--- src/rtl/rrd_issue_arbiter.sv ---
// Purpose: round-robin arbiter sharing one register-read decode slot between the memory and FP-store issue slots.
// Latency: 1 cycle from request handshake to out_valid; sustains 1 uop/cycle when the held entry drains.
// Backpressure: req ready only when the single held entry is empty, draining, or killed; flush blocks acceptance.
module rrd_issue_arbiter #(
    parameter int BR_W  = 20,
    parameter int IMM_W = 20,
    parameter int IDX_W = 7,
    parameter int CNT_W = 16
) (
    input  logic             clock,
    input  logic             reset_n,
    input  logic             flush,
    input  logic [BR_W-1:0]  brupdate_resolve_mask,
    input  logic [BR_W-1:0]  brupdate_mispredict_mask,

    input  logic             req0_valid,
    output logic             req0_ready,
    input  logic [6:0]       req0_uopc,
    input  logic [BR_W-1:0]  req0_br_mask,
    input  logic [IMM_W-1:0] req0_imm_packed,
    input  logic [IDX_W-1:0] req0_rob_idx,
    input  logic [IDX_W-1:0] req0_pdst,

    input  logic             req1_valid,
    output logic             req1_ready,
    input  logic [6:0]       req1_uopc,
    input  logic [BR_W-1:0]  req1_br_mask,
    input  logic [IMM_W-1:0] req1_imm_packed,
    input  logic [IDX_W-1:0] req1_rob_idx,
    input  logic [IDX_W-1:0] req1_pdst,

    output logic             out_valid,
    input  logic             out_ready,
    output logic [6:0]       out_uopc,
    output logic [BR_W-1:0]  out_br_mask,
    output logic [IMM_W-1:0] out_imm_packed,
    output logic [IDX_W-1:0] out_rob_idx,
    output logic [IDX_W-1:0] out_pdst,
    output logic             out_src,

    output logic [CNT_W-1:0] conflict_count
);

    typedef struct packed {
        logic [6:0]       uopc;
        logic [BR_W-1:0]  br_mask;
        logic [IMM_W-1:0] imm_packed;
        logic [IDX_W-1:0] rob_idx;
        logic [IDX_W-1:0] pdst;
    } uop_t;

    // Held pipeline entry and arbitration state.
    uop_t             held_q, held_d;
    logic             held_valid_q, held_valid_d;
    logic             src_q, src_d;
    logic             rr_q, rr_d;
    logic [CNT_W-1:0] cnt_q, cnt_d;

    // Combinational datapath signals.
    uop_t             req0_uop, req1_uop, sel_uop;
    logic             held_killed;
    logic             consume;
    logic             can_accept;
    logic             grant;
    logic             any_req;
    logic             handshake;
    logic             incoming_kill;
    logic             conflict;

    assign req0_uop = '{uopc: req0_uopc, br_mask: req0_br_mask, imm_packed: req0_imm_packed,
                        rob_idx: req0_rob_idx, pdst: req0_pdst};
    assign req1_uop = '{uopc: req1_uopc, br_mask: req1_br_mask, imm_packed: req1_imm_packed,
                        rob_idx: req1_rob_idx, pdst: req1_pdst};

    // A mispredict on any branch the held uop still depends on kills it this cycle.
    assign held_killed = held_valid_q && ((held_q.br_mask & brupdate_mispredict_mask) != '0);
    assign out_valid   = held_valid_q && !held_killed && !flush;
    assign consume     = out_valid && out_ready;
    assign can_accept  = !flush && (!held_valid_q || consume || held_killed);

    // Grant: a lone requester always wins; on a tie the rr pointer decides.
    always_comb begin
        grant = 1'b0;
        if (req0_valid && req1_valid) begin
            grant = rr_q;
        end else if (req1_valid) begin
            grant = 1'b1;
        end
    end

    assign req0_ready    = can_accept && (grant == 1'b0);
    assign req1_ready    = can_accept && (grant == 1'b1);
    assign any_req       = req0_valid || req1_valid;
    assign handshake     = can_accept && any_req;
    assign sel_uop       = grant ? req1_uop : req0_uop;
    assign incoming_kill = (sel_uop.br_mask & brupdate_mispredict_mask) != '0;
    assign conflict      = req0_valid && req1_valid && can_accept;

    // Next state of the held entry, pointer and conflict counter.
    always_comb begin
        held_d         = held_q;
        held_d.br_mask = held_q.br_mask & ~brupdate_resolve_mask;
        held_valid_d   = held_valid_q;
        src_d          = src_q;
        rr_d           = rr_q;
        cnt_d          = cnt_q;

        if (flush) begin
            held_valid_d = 1'b0;
        end else if (handshake) begin
            // A uop killed on arrival is still acked and still advances the pointer.
            held_d         = sel_uop;
            held_d.br_mask = sel_uop.br_mask & ~brupdate_resolve_mask;
            held_valid_d   = !incoming_kill;
            src_d          = grant;
            rr_d           = !grant;
        end else if (held_killed || consume) begin
            held_valid_d = 1'b0;
        end

        if (conflict && (cnt_q != '1)) begin
            cnt_d = cnt_q + {{(CNT_W-1){1'b0}}, 1'b1};
        end
    end

    // State registers with synchronous active-low reset.
    always_ff @(posedge clock) begin
        if (!reset_n) begin
            held_q       <= '0;
            held_valid_q <= 1'b0;
            src_q        <= 1'b0;
            rr_q         <= 1'b0;
            cnt_q        <= '0;
        end else begin
            held_q       <= held_d;
            held_valid_q <= held_valid_d;
            src_q        <= src_d;
            rr_q         <= rr_d;
            cnt_q        <= cnt_d;
        end
    end

    assign out_uopc       = held_q.uopc;
    assign out_br_mask    = held_q.br_mask;
    assign out_imm_packed = held_q.imm_packed;
    assign out_rob_idx    = held_q.rob_idx;
    assign out_pdst       = held_q.pdst;
    assign out_src        = src_q;
    assign conflict_count = cnt_q;

endmodule

--- config.mk ---
export PLATFORM = sky130hd
export DESIGN_NAME = rrd_issue_arbiter
export DESIGN_NICKNAME = d
export VERILOG_FILES = /design/src/rtl/rrd_issue_arbiter.sv
export SDC_FILE = /design/constraint.sdc
export NUM_CORES = 1
export LEC_CHECK = 0
export ABC_AREA = 1
export CAP_MARGIN = 30
export CORE_AREA = 5 5 112 114
export CTS_CLUSTER_DIAMETER = 120
export DETAILED_ROUTE_END_ITERATION = 16
export DIE_AREA = 0 0 117 119
export PLACE_DENSITY_LB_ADDON = 0.05
export SLEW_MARGIN = 20
export SYNTH_ARGS = -nofsm -noshare
export SYNTH_HDL_FRONTEND = slang
export SYNTH_SLANG_ARGS = --single-unit
--- constraint.sdc ---
create_clock -name clock -period 2.55 [get_ports clock]
set_clock_uncertainty 0.05 [all_clocks]
set_input_delay 0.255 -clock clock [delete_from_list [all_inputs] [get_ports clock]]
set_output_delay 0.255 -clock clock [all_outputs]
set_load 0.1 [all_outputs]
==> metrics.csv <==
metric,value,unit
power.static_leakage,0.00349,uW
slew_violations,0,
first_pass_iters,5,
cp_top_family,buffers and inverters,
grt_most_used_layer,met2,
mappedNetlistNets,948,
synth_edf_count,0,
grt_max_degree,69,
whs,0.408,ns
ys_types,34,
fillers,1066,
max_freq,441,MHz
worstHoldStart,out_uopc[2],
diodes,0,
syn_inst,779,
ant_nets,0,
post_cts_buffers,0,
hold_violations,0,
cts_root_buf,clkbuf_16,
instances_no_fill,1160,
synthAdderAreaFrac,0.00257,
drt_iter0_drc,319,
reg2reg_from,conflict_count[0],
gr-usage-met2,0.396,
async_flop_share,0,
seq_area_frac_synth,0.329,
grt_pass1_vias,5209,
critPathKind,in2out,
hold_end,out_uopc[2],
wl_per_cell,14.7,um
worstPathArrival,1.96,ns
grt_overflow_total,0,
synth-main-ff-cell,dfxtp_1,
min_path_cells,2,
rsz0062_at_grt,false,
post_cts_resized,0,
rrSetupSlack,0.61,ns
final_nets,1182,
synth_seq_cells,80,
coreArea,11300,um2
clockBufferDepth,2,
grtUsageMet1,0.289,
crit_fanout,24,
antenna_found_initial,0,
cap_violations,0,
globalplace.congestion,0.945,
synth_mux_area_frac,0,
rr_worst_depth,8,
dp_cells,1145,
worstReg2RegEnd,conflict_count[5],
critPathCaptureType,output port,
insertion_delay,0.33,ns
cpPeakStageDelay,0.46,ns
clock-sinks,80,
cts_tree,built,
grt_pass1_wl,26200,um
setup_viol,0,
grt_usage,0.235,
chipHeight,119,um
postSynthAreaPerCell,6.24,um2
min-delay-path-class,reg2reg,
pre_cts_ws,0.233,ns
cp_data_required_time,2.25,ns
slew_headroom,0.652,
cp_slowest_cell,clkdlybuf4s50_1,
final_util,0.673,
fin_crit,2.27,ns
port_buffers,248,
crit_top_cell,nand2_2,
synth_top_family_by_area,simple AND/OR/NAND/NOR gates,
status,"finished, final reports clean",
synth-warning-count,0,
rows,39,
tns,0,ns
worstSetupStartpointType,input port,
crit_chain,clkdlybuf4s50_1 -> nand2_2 -> nand2_2 -> inv_2 -> buf_4 -> nand2_1 -> inv_1 -> buf_12,
area_growth,56.7,%
yosys.area_share.simple,0.450,
power_density,532,nW/um2
dpl.hpwl,13000,um
postCtsHoldBufs,0,
ir_drop,293,uV
setup_slack,0.282,ns
drive_gt1_frac,0.191,
numCtsBuffers,9,
h-tree-depth,3,
dieArea,13900,um2
ios,249,
critPathBufInv,5,
fin_crit_sh,0.889,
die_w,117,um
syn-cell-area,4860,um2
via_per_inst,4.78,
post-route-drc-count,0,
clk_pin_slew,0.06,ns
met3_usage,0.0578,
wirelength,17000,um
worst_slew_pin_slew,0.522,ns
synth_compound_area_frac,0.0952,
start_util,0.430,
synth_xor_area_frac,0.0216,
route.vias.total,5546,
where the power goes:
part	switching [uW]	total (uW)	internal (uW)	leakage [uW]
Clock	504	1460	959	0.000168
Combinational	788	1250	458	0.00266
Sequential	34.4	1350	1310	0.000662
Total	1330	4050	2730	0.00349
cells in the mapped netlist, types with 3 or more instances:
library cell | count | share of area
nand2_1 | 320 | 0.25
dfxtp_1 | 80 | 0.33
nand3_1 | 65 | 0.067
inv_1 | 59 | 0.046
a21oi_1 | 58 | 0.060
nor2_1 | 45 | 0.035
nor2_2 | 18 | 0.023
buf_2 | 17 | 0.017
nand2_2 | 14 | 0.018
a21oi_2 | 10 | 0.018
buf_4 | 10 | 0.015
clkbuf_1 | 10 | 0.0077
nand3b_1 | 10 | 0.015
nand4_1 | 8 | 0.010
o21ai_0 | 8 | 0.0082
xor2_1 | 8 | 0.014
or2_2 | 6 | 0.0077
o21a_1 | 4 | 0.0062
xnor2_1 | 4 | 0.0072
inv_2 | 3 | 0.0023
nor3_1 | 3 | 0.0031
nor4_1 | 3 | 0.0039
worst register-to-register path, delay by kind of cell, from the launching register on:
kind / cells / cell delay (ns)
DFF: 1 / 0.44
and+or+nand+nor: 7 / 1.05
adders and majority gates: 1 / 0.29
worst max-delay path by stage:
stage | slack (ns) | end | cells after the start | startpoint
final | 0.28 | req1_ready | 8 | req0_valid
after detailed placement | 0.23 | out_imm_packed[11] | 13 | brupdate_mispredict_mask[10]
after global placement | 0.29 | out_imm_packed[11] | 13 | brupdate_mispredict_mask[0]
after global routing | 0.15 | req1_ready | 8 | req0_valid
after floorplan | 0.07 | conflict_count[6] | 8 | conflict_count[0]
after CTS | 0.23 | req1_ready | 8 | req0_valid
cells in the final DEF (no fill, tap or decap), types with 3 or more instances in the layout:
cell,count
nand2_1,320
clkdlybuf4s50_1,167
buf_4,93
nand3_1,65
dfxtp_1,60
inv_1,58
a21oi_1,58
nor2_1,43
nor2_2,20
dfxtp_2,20
nand2_2,14
a21oi_2,10
nand3b_1,10
clkbuf_16,9
nand4_1,8
xor2_1,8
o21ai_0,8
or2_2,6
buf_12,5
inv_2,4
xnor2_1,4
o21a_1,4
clkbuf_8,4
nor4_1,3
nor3_1,3
routing by layer:
layer,vias to the layer above,part of all wire
met5,-,0
met3,20,0.096
met1,2418,0.40
li1,2912,-
met2,196,0.48
met4,0,0.019
stage by stage:
stage          area [um2]  power [uW]
6_report             7620        4050
4_1_cts              7620        4090
3_5_place_dp         7280        2620
2_1_floorplan        4890        2160
5_1_grt              7620        4220
3_3_place_gp         7280        2620
area by class of cell:
| type | instances | area (um2) | area share |
|---|---|---|---|
| Inverter | 62 | 233 | 0.0305 |
| Sequential cell | 80 | 1630 | 0.213 |
| Tap cell | 143 | 179 | 0.0235 |
| Clock inverter | 2 | 60.1 | 0.00788 |
| Multi-Input combinational cell | 595 | 2780 | 0.364 |
| Timing Repair Buffer | 265 | 2470 | 0.324 |
| Clock buffer | 13 | 280 | 0.0368 |
registers in the layout (all words and copies together) (netlist names):
name            count
out_uopc            7
out_br_mask        20
out_src             1
out_pdst            7
held_valid_q        1
out_rob_idx         7
conflict_count     16
out_imm_packed     20
rr_q                1
kinds of logic after synthesis:
logic type / after synthesis
xor+xnor: 12
compound gates: 82
simple gates: 500
buf+inv: 104
fa+ha+maj: 1
flops: 80
Note: power is estimated with default switching activity, not from simulation.
